$ cat src/rtl/lmu_ram_arbiter.sv
`default_nettype none
// ============================================================================
// Module   : lmu_ram_arbiter
// Purpose  : Shares one single-port 32-bit LMU SRAM among N_PORTS OBI-style
//            requesters. Fair round-robin arbitration (at most one RAM access
//            per cycle) plus a READ_LAT-deep response pipeline that routes
//            each response (read data or write ack) back to its issuing port.
// Ports    : clk_i, rst_ni          clock, asynchronous active-low reset
//            m_req_i/m_we_i         per-port request / write enable
//            m_addr_i/m_wdata_i/m_be_i  packed per-port address, data, strobes
//            m_gnt_o                one-hot grant, same cycle as the request
//            m_rvalid_o             per-port response valid
//            m_rdata_o              shared response data (RAM data passthrough)
//            ram_*                  single-port SRAM interface
//            conflict_cnt_o/access_cnt_o  saturating counters (optional)
// Options  : LMU_ARB_PERF_EN        adds the two performance counter outputs
// Revision : 1.0  initial release
// ============================================================================
module lmu_ram_arbiter #(
    parameter int  NUM_WORDS = 1024,
    parameter int  N_PORTS   = 2,
    parameter int  READ_LAT  = 1,
    localparam int AW        = $clog2(NUM_WORDS)
) (
    input  logic                  clk_i,
    input  logic                  rst_ni,
    input  logic [N_PORTS-1:0]    m_req_i,
    input  logic [N_PORTS-1:0]    m_we_i,
    input  logic [N_PORTS*AW-1:0] m_addr_i,
    input  logic [N_PORTS*32-1:0] m_wdata_i,
    input  logic [N_PORTS*4-1:0]  m_be_i,
    output logic [N_PORTS-1:0]    m_gnt_o,
    output logic [N_PORTS-1:0]    m_rvalid_o,
    output logic [31:0]           m_rdata_o,
    output logic                  ram_req_o,
    output logic                  ram_we_o,
    output logic [AW-1:0]         ram_addr_o,
    output logic [31:0]           ram_wdata_o,
    output logic [3:0]            ram_be_o,
    input  logic [31:0]           ram_rdata_i
`ifdef LMU_ARB_PERF_EN
    ,
    output logic [31:0]           conflict_cnt_o,
    output logic [31:0]           access_cnt_o
`endif
);

    localparam int PW = (N_PORTS > 1) ? $clog2(N_PORTS) : 1;

    logic [PW-1:0]      r_ptr;
    logic [PW-1:0]      w_cand;
    logic [PW-1:0]      w_sel;
    logic [PW-1:0]      w_ptr_nxt;
    logic               w_found;
    logic [N_PORTS-1:0] w_gnt;
    logic               w_we;
    logic [AW-1:0]      w_addr;
    logic [31:0]        w_wdata;
    logic [3:0]         w_be;
    logic [READ_LAT-1:0] r_vld;
    logic [PW-1:0]      r_pid [READ_LAT];
    logic [N_PORTS-1:0] w_rvalid;

    // Round-robin search starting at the pointer. Candidates are reduced
    // modulo N_PORTS, so indices beyond the last port can never be chosen.
    always_comb begin
        w_found = 1'b0;
        w_sel   = '0;
        w_cand  = '0;
        for (int i = 0; i < N_PORTS; i++) begin
            w_cand = PW'((int'(r_ptr) + i) % N_PORTS);
            if (!w_found && m_req_i[w_cand]) begin
                w_found = 1'b1;
                w_sel   = w_cand;
            end
        end
    end

    always_comb begin
        w_gnt = '0;
        if (w_found) begin
            w_gnt[w_sel] = 1'b1;
        end
    end

    // Forward the granted port's access; everything reads 0 without a grant.
    always_comb begin
        w_we    = 1'b0;
        w_addr  = '0;
        w_wdata = '0;
        w_be    = '0;
        if (w_found) begin
            w_we    = m_we_i[w_sel];
            w_addr  = m_addr_i[int'(w_sel)*AW +: AW];
            w_wdata = m_wdata_i[int'(w_sel)*32 +: 32];
            w_be    = m_be_i[int'(w_sel)*4 +: 4];
        end
    end

    assign w_ptr_nxt = (w_sel == PW'(N_PORTS - 1)) ? '0 : (w_sel + PW'(1));

    always_ff @(posedge clk_i or negedge rst_ni) begin
        if (!rst_ni) begin
            r_ptr <= '0;
        end else if (w_found) begin
            r_ptr <= w_ptr_nxt;
        end
    end

    // Response pipeline: one {valid, port} entry per granted access, reads
    // and writes alike, so responses come back in grant order.
    always_ff @(posedge clk_i or negedge rst_ni) begin
        if (!rst_ni) begin
            r_vld <= '0;
            for (int i = 0; i < READ_LAT; i++) begin
                r_pid[i] <= '0;
            end
        end else begin
            r_vld[0] <= w_found;
            r_pid[0] <= w_sel;
            for (int i = 1; i < READ_LAT; i++) begin
                r_vld[i] <= r_vld[i-1];
                r_pid[i] <= r_pid[i-1];
            end
        end
    end

    always_comb begin
        w_rvalid = '0;
        if (r_vld[READ_LAT-1]) begin
            w_rvalid[r_pid[READ_LAT-1]] = 1'b1;
        end
    end

    assign m_gnt_o     = w_gnt;
    assign m_rvalid_o  = w_rvalid;
    assign m_rdata_o   = ram_rdata_i;
    assign ram_req_o   = |m_req_i;
    assign ram_we_o    = w_we;
    assign ram_addr_o  = w_addr;
    assign ram_wdata_o = w_wdata;
    assign ram_be_o    = w_be;

`ifdef LMU_ARB_PERF_EN
    logic [31:0] r_conflict_cnt;
    logic [31:0] r_access_cnt;
    logic        w_conflict;

    assign w_conflict = ($countones(m_req_i) > 1);

    always_ff @(posedge clk_i or negedge rst_ni) begin
        if (!rst_ni) begin
            r_conflict_cnt <= '0;
            r_access_cnt   <= '0;
        end else begin
            if (w_conflict && (r_conflict_cnt != '1)) begin
                r_conflict_cnt <= r_conflict_cnt + 32'd1;
            end
            if (w_found && (r_access_cnt != '1)) begin
                r_access_cnt <= r_access_cnt + 32'd1;
            end
        end
    end

    assign conflict_cnt_o = r_conflict_cnt;
    assign access_cnt_o   = r_access_cnt;
`endif

endmodule
`default_nettype wire

$ cat config.mk
export PLATFORM = sky130hd
export DESIGN_NAME = lmu_ram_arbiter
export DESIGN_NICKNAME = d
export VERILOG_FILES = /design/src/rtl/lmu_ram_arbiter.sv
export SDC_FILE = /design/constraint.sdc
export NUM_CORES = 1
export LEC_CHECK = 0
export CORE_AREA = 3 3 81 83
export CTS_BUF_LIST = sky130_fd_sc_hd__clkbuf_16
export DETAILED_ROUTE_END_ITERATION = 10
export DIE_AREA = 0 0 84 86
export MAX_ROUTING_LAYER = met4
export PLACE_DENSITY_LB_ADDON = 0.15
export SYNTH_ARGS = -nofsm -noshare
export SYNTH_HDL_FRONTEND = slang
export SYNTH_SLANG_ARGS = --single-unit
$ cat constraint.sdc
create_clock -name clk_i -period 1.45 [get_ports clk_i]
set_input_delay 0.29 -clock clk_i [delete_from_list [all_inputs] [get_ports clk_i]]
set_output_delay 0.29 -clock clk_i [all_outputs]
set_load 0.1 [all_outputs]
## Yosys cells after proc, flatten, opt, wreduce, memory -nomap -nowiden

Index checks and enable logic that the tools add are counted.

| cells by class | value |
|---|---|
| $add $sub $neg | 2 |
| multiply operators | 1 |
| order comparisons | 6 |
| shift operators | 3 |
| multiplexer cells | 21 |
| reductions and logical operators | 5 |

Operators with widths:

| kind | number |
|---|---|
| $shiftx A64 B7 Y32 | 1 |
| $mux W32 | 1 |
| $shiftx A20 B6 Y10 | 1 |
| $mux W1 | 14 |
| $mux W10 | 1 |
| $lt A1 B2 Y1 const B | 4 |
| $shiftx A8 B4 Y4 | 1 |
| $mul A1 B3 Y4 const B | 1 |
| $mux W2 | 2 |
| $mux W4 | 1 |
| $logic_and A1 B1 Y1 | 3 |
| $add A1 B1 Y1 const B | 2 |
| $demux W1 S1 | 2 |
| $ge A1 B1 Y1 const B | 2 |
| $reduce_or A2 Y1 | 1 |
| $logic_not A1 Y1 | 1 |

| word-level totals | value |
|---|---|
| bits in registers | 3 |
| input bits | 130 |
| output and inout port bits | 84 |
| logic and storage cells | 41 |

## Logic depth before layout (Yosys ltp)

Gate-level depths: netlist (run 1).

| depth | value |
|---|---|
| depth in word-level cells | 11 |
| mapped depth | 5 |

## Worst setup path after synthesis (run 1)

No wires, ideal clock.

| timing path | value |
|---|---|
| kind | in2out |
| start point | in m_req_i[1] |
| end point | out ram_be_o[0] |
| arrival time | 1951 ps |
| setup slack | -791 ps |
| stages on the path | 4 |
| buffers on the path | 2 |
| cells stage by stage | buf_6 a21boi_2 buf_2 a32o_1 |

| on the way | value |
|---|---|
| cells in the longest elaborated chain, start to end | 8 |
| elaborated cells on any way between the ends | 12 |
| classes of those cells | 1 x shift; 9 x mux; 2 x reduce/logical |

RTL lines:

| what | line | source |
|---|---|---|
| start: declaration | 27 | `input logic [N_PORTS-1:0] m_req_i,` |
| $mux W1 (not written as such) (2 in series) | 72 | `if (!w_found && m_req_i[w_cand]) begin` |
| $mux W1 | 72 |  |
| $logic_not A1 Y1 | 72 |  |
| $logic_and A1 B1 Y1 | 72 |  |
| $mux W1 | 72 |  |
| $shiftx A8 B4 Y4 | 96 | `w_be = m_be_i[int'(w_sel)*4 +: 4];` |
| $mux W4 * | 92 | `if (w_found) begin` |
| end: declaration | 39 | `output logic [3:0] ram_be_o,` |

Every way passes the cells marked *; elsewhere a longest branch is shown, timed or not. The select of a mux whose other input is x is not followed.

## Worst setup path in the final report (run 1)

| timing path | value |
|---|---|
| start point | reg r_ptr |
| end point | out ram_addr_o[9] |

| on the way | value |
|---|---|
| cells in the longest elaborated chain, start to end | 9 |
| elaborated cells on any way between the ends | 14 |
| classes of those cells | 1 x add/sub; 1 x mul; 1 x shift; 9 x mux; 2 x reduce/logical |

RTL lines:

| what | line | source |
|---|---|---|
| start: declaration | 50 | `logic [PW-1:0] r_ptr;` |
| start signal: assignment | 106 | `r_ptr <= w_ptr_nxt;` |
| $mux W1 (not written as such) (2 in series) | 72 |  |
| $mux W1 | 72 |  |
| $logic_not A1 Y1 | 72 |  |
| $logic_and A1 B1 Y1 | 72 |  |
| $mux W1 | 72 |  |
| $mul A1 B3 Y4 | 94 | `w_addr = m_addr_i[int'(w_sel)*AW +: AW];` |
| $shiftx A20 B6 Y10 | 94 |  |
| $mux W10 * | 92 |  |
| end: declaration | 37 | `output logic [AW-1:0] ram_addr_o,` |

Marked as above.

==> results of run 1 <==
[final timing paths]
kind / to / slack (ps) / cells after the start / start
worst min register to register: r_ptr$_DFFE_PN0P_ / 710 / 3 / r_ptr$_DFFE_PN0P_
min in group clk_i: r_vld$_DFF_PN0_ / 530 / 3 / m_req_i[0]
worst max register to register: r_pid$_DFF_PN0_ / 360 / 3 / r_ptr$_DFFE_PN0P_
worst min-delay path: r_ptr$_DFFE_PN0P_ / 250 / 1 / rst_ni
worst max-delay path: ram_addr_o[9] / -370 / 4 / r_ptr$_DFFE_PN0P_
max in group asynchronous: r_vld$_DFF_PN0_ / 1060 / 1 / rst_ni
[power breakdown]
part | switching, uW | leakage, uW | internal [uW]
clock | 74.7 | 0.0000423 | 356
sequential | 8.89 | 0.0000346 | 92.3
combinational | 1520 | 0.00128 | 1160
[per-stage QoR]
stage          std cells  utilization (%)  cell area, um^2
6_report             303             60.6             3590
5_1_grt              303             60.6             3590
4_1_cts              302             60.1             3560
3_5_place_dp         293             57.1             3380
3_3_place_gp         293             57.1             3380
2_1_floorplan        109                -             1580
[layout by cell type (no fill, tap or decap), types with 2 or more instances in the layout]
cell	netlist	final
clkdlybuf4s50_1	0	95
buf_12	0	56
a32o_4	0	47
clkbuf_16	0	4
buf_4	32	4
buf_6	10	3
dfrtp_1	3	3
and2_1	3	2
or2_2	2	2
inv_1	1	2
[cells by family (layout without fill, tap and decap cells)]
family,after synthesis,count (layout)
AND/OR/NAND/NOR,7,7
flip-flops,3,3
buffers and inverters,50,169
AO/OA/AOI/OAI,49,49
[final cells by class]
type	count	share of cell area, %
Sequential cell	3	2.09
Timing Repair Buffer	164	62.8
Clock buffer	3	2.09
Inverter	1	0.105
Clock inverter	1	0.105
Tap cell	75	2.62
Multi-Input combinational cell	56	30.2
[cell usage after synthesis]
cell type / number / share of area (%)
a32o_1: 47 / 47
buf_4: 32 / 24
buf_6: 10 / 11
clkbuf_1: 5 / 1.9
and2_1: 3 / 1.9
dfrtp_1: 3 / 7.6
buf_2: 2 / 1.0
or2_2: 2 / 1.3
a21boi_2: 1 / 1.1
inv_1: 1 / 0.38
nand2b_1: 1 / 0.63
nor2b_1: 1 / 0.63
o21ai_1: 1 / 0.50
[sequential cells by signal, indices dropped and copies added (netlist names)]
signal  flops
r_pid       1
r_ptr       1
r_vld       1
[metal layers]
layer  vias up  part of all wire (%)  wire length [um]
met5         -                     0                 0
met4         0                   2.4               150
met3        22                   9.5               582
met2       115                    54              3340
met1       698                    34              2070
li1        661                     -                 -
[what timing repair did]
action | 4_1_cts | 5_1_grt
pin swaps | 0 | 1
setup endpoints to repair | 50 | 50
buffers inserted | 3 | 0
cloned | 2 | 1
gates resized for setup | 8 | 1
==> flow_summary.json, run 1 <==
{
  "status": "complete, but fails checks",
  "violations": "setup timing",
  "dieWidth_um": 84,
  "slowest_stage": "dfrtp_1",
  "post-route-min-period_ps": 1820,
  "die-height_um": 86,
  "clock_latency_ps": 220,
  "core_um2": 5920,
  "grt_pass1_vias": 1715,
  "synth-seq-area-share_pct": 7.58,
  "finalSetupTns_ps": -16890,
  "critical-path-top-delay-family": "flip-flops",
  "die_area_um2": 7220,
  "slew_headroom_pct": 82.5,
  "placementRows": 28,
  "nets": 359,
  "vdd_drop_max_mv": 0.783,
  "drt_iter0_drc": 40,
  "start_util_pct": 16.7,
  "ant_nets": 0,
  "synth_area_um2": 991,
  "synth_xor_area_share_pct": 0,
  "cap_violations": 0,
  "cp.required_ps": 1160,
  "power_leakage_uw": 0.00136,
  "report.power.total_uw": 3210,
  "arrival_ps": 1530,
  "hold_viol_final": 0,
  "path_class": "reg -> out",
  "grt_max_degree": 39,
  "htree_levels": 1,
  "netlist-cell-type-count": 13,
  "max_freq_mhz": 549,
  "met3_usage_pct": 4.61,
  "slew_violations": 0,
  "n_antenna_cell": 0,
  "holdWs_ps": 252,
  "post_drt_wl_per_cell_um": 20.3,
  "met1_usage_pct": 16.8,
  "viasPerCell": 4.94,
  "nFillCells": 443,
  "synth-compound-area-share_pct": 49.1,
  "crit_buf_inv": 2,
  "cts_sinks": 3,
  "root_buffer": "clkbuf_16",
  "use_met2_pct": 31.3,
  "ff_latch_area_um2": 75.1,
  "crit_fanout": 15,
  "synthSimpleGateAreaFrac_pct": 4.42,
  "syn_area_per_cell_um2": 9.09,
  "tritoncts": "done",
  "finClkSkew_ps": 0.0305,
  "cts_made_buffers": 3,
  "endpoint_kind": "primary output",
  "synth_top_family_by_area": "compound AO/OA/AOI/OAI gates",
  "hold_class": "in -> async",
  "drtPass1Iterations": 5,
  "grt.overflow.total": 0,
  "clk_pin_slew_ps": 30,
  "rsz0062_at_grt": "yes",
  "syn_inst": 109,
  "grt_pass1_wl_mm": 9.51,
  "port_buffers": 149,
  "ys_seq_elements": 3,
  "vias": 1496,
  "gp_congestion": 0.794,
  "area_delta_synth_final_pct": 262,
  "synth_warnings": 0,
  "layout_setup_ws_ps": -371,
  "muxShareOfSynthArea_pct": 0,
  "slowest_delay_ps": 410,
  "grt.busiest_layer": "met2",
  "period_share_pct": 126,
  "multi_input_area_um2": 1080,
  "pwr_density_cell_nw_per_um2": 895,
  "drc": 0,
  "synthAdderAreaFrac_pct": 0,
  "pre_cts_ws_ps": -571,
  "place_hpwl_mm": 4.88,
  "pin_count": 214,
  "grt_use_total_pct": 16.8,
  "clockBufferDepth": 2,
  "antenna_found_initial": 0,
  "synth_nets": 239,
  "drive_gt1_share_pct": 54.8,
  "critPathLaunchType": "flop",
  "hold_buffers": 0,
  "finalSetupViolations": 49,
  "drt_wl_total_mm": 6.14,
  "tightest_slew_ps": 262,
  "crit_chain": "nand2b_4 -> clkbuf_16 -> a32o_4 -> buf_12"
}
(Power assumes the default switching activity.)
==> inputs of run 2 (changes only) <==
CELL_PAD_IN_SITES_DETAIL_PLACEMENT = 0   (was default)
CELL_PAD_IN_SITES_GLOBAL_PLACEMENT = 2   (was default)
CORE_AREA = default   (was 3 3 81 83)
CORE_MARGIN = 3   (was default)
CORE_UTILIZATION = 10   (was default)
DIE_AREA = default   (was 0 0 84 86)
==> run 2 against run 1 <==
The run still ends with setup timing left. Clock-buffer cell count did not move. Sequential power about the same. Non-clock buffer count rose by 4. Register-to-register slack better by 50 ps. Worst hold slack better by 1.8 ps. Combinational power is essentially flat. Sequential share of layout area is 0.062 points lower. Clock skew is 0.64 ps higher. Final cell count increased by 19%.
==> flow_summary.json, run 2 (same netlist as run 1, synthesis figures left out) <==
{
  "crit-reg2reg-capture": "r_pid$_DFF_PN0_",
  "power_leakage_uw": 0.00138,
  "drive_gt1_share_pct": 55.6,
  "clockBufferDepth": 2,
  "nets": 363,
  "start_util_pct": 10.5,
  "die-height_um": 106,
  "endpoint_kind": "primary output",
  "grt_pass1_vias": 1559,
  "layout_commonest_cell": "clkdlybuf4s50_1",
  "area_delta_synth_final_pct": 273,
  "arrival_ps": 1530,
  "grt_max_degree": 32,
  "root_buffer": "clkbuf_16",
  "tightest_slew_ps": 227,
  "ant_nets": 0,
  "clk_pin_slew_ps": 30,
  "tritoncts": "done",
  "vias": 1493,
  "drt_wl_total_mm": 6.85,
  "cp.required_ps": 1160,
  "final_cell_mix": "95 x clkdlybuf4s50_1, 59 x buf_12, 47 x a32o_4",
  "drt_iter0_drc": 19,
  "antenna_found_initial": 0,
  "drtPass1Iterations": 3,
  "wl_met3_um": 731,
  "htree_levels": 1,
  "n_antenna_cell": 0,
  "core_um2": 9420,
  "status": "complete, but fails checks",
  "die_area_um2": 11100,
  "top_layer": "met4",
  "crit_start": "r_ptr$_DFFE_PN0P_",
  "viasPerCell": 4.14,
  "holdWs_ps": 254,
  "cap_violations": 0,
  "pre_cts_ws_ps": -602,
  "rsz0062_at_grt": "yes",
  "violations": "setup timing",
  "placed_cells": 350,
  "layout_setup_ws_ps": -373,
  "slew_violations": 0,
  "gp_congestion": 0.716,
  "post_drt_wl_per_cell_um": 19.0,
  "drc": 0,
  "pin_count": 214,
  "finClkSkew_ps": 0.666,
  "clock_latency_ps": 220,
  "met2_length_mm": 3.24,
  "cts_made_buffers": 3,
  "critPathLaunchType": "flop",
  "finalSetupViolations": 49,
  "crit_fanout": 31,
  "hold_viol_final": 0,
  "grt_use_total_pct": 11.8,
  "vdd_drop_max_mv": 0.427,
  "period_share_pct": 126,
  "placementRows": 35,
  "fin_cells": 361,
  "reg.largest.list": "r_pid: 1 flops, r_ptr: 1 flops, r_vld: 1 flops",
  "r2r_setup_slack_ps": 410,
  "cts_sinks": 3,
  "place_hpwl_mm": 5.41,
  "slew_headroom_pct": 84.8,
  "max_freq_mhz": 548,
  "worstRegToRegCells": 3,
  "hold_class": "in -> async",
  "post-route-min-period_ps": 1820,
  "dieWidth_um": 106,
  "port_buffers": 149,
  "path_class": "reg -> out",
  "pwr_density_cell_nw_per_um2": 872,
  "drt-met1-wl_mm": 2.79,
  "grt.overflow.total": 0,
  "grt_pass1_wl_mm": 9.98,
  "r2r-start": "r_ptr$_DFFE_PN0P_",
  "crit_end": "ram_wdata_o[15]"
}
[run 2: cell types whose count changed in the layout (fill, tap and decap cells not counted)]
cell	delta
bufbuf_16	-1
buf_12	+3
buf_4	+3
buf_6	-2
buf_8	+1
[run 2: cell type report]
cell class | count | area [um^2]
tap | 129 | 161
fill | 901 | 5720
timing repair buffer | 168 | 2290
clock buffer | 3 | 75.1
multi-input combinational | 56 | 1080
inverter | 1 | 3.75
clock inverter | 1 | 3.75
sequential | 3 | 75.1
[run 2: what timing repair did]
action                                  4_1_cts  5_1_grt
resized for setup                             8        6
pin swaps                                     0        8
hold buffers                                  0        0
gates cloned                                  1        1
endpoints found under the setup margin       50       49
buffers inserted                              2        4
[run 2: worst min path at each step]
stage	startpoint	to	slack, ps	depth (start not counted)
finish	rst_ni	r_pid$_DFF_PN0_	250	1
global route	rst_ni	r_pid$_DFF_PN0_	260	1
CTS	rst_ni	r_ptr$_DFFE_PN0P_	260	1
detailed placement	rst_ni	r_pid$_DFF_PN0_	490	1
global placement	rst_ni	r_pid$_DFF_PN0_	490	1
floorplan	rst_ni	r_pid$_DFF_PN0_	-6	0
[run 2: layer usage]
layer	GRT usage [%]	vias up
met5	-	-
met3	3.92	22
li1	-	669
met2	18.3	102
met1	14.9	700
met4	2.68	0
[run 2: worst max-delay path: stages (launching register included)]
cell and delay, ps:
dfrtp_1 410, nand2b_4 180, buf_12 190, a32o_4 350, buf_12 160
[run 2: power by group]
| group | switching, uW | internal, uW | leakage [uW] |
|---|---|---|---|
| Combinational | 1530 | 1170 | 0.00130 |
| Clock | 72.9 | 355 | 0.0000423 |
| Sequential | 8.36 | 92.4 | 0.0000346 |
[run 2: per-stage QoR]
stage | instance area [um^2] | setup TNS [ps] | utilization (%) | power [uW]
after floorplan | 1580 | -3670 | - | 2160
after global placement | 3470 | -27640 | 36.9 | 2740
after detailed placement | 3470 | -28980 | 36.9 | 2740
after CTS | 3640 | -17020 | 38.6 | 3230
after global routing | 3700 | -19020 | 39.3 | 3320
final | 3700 | -16910 | 39.3 | 3230
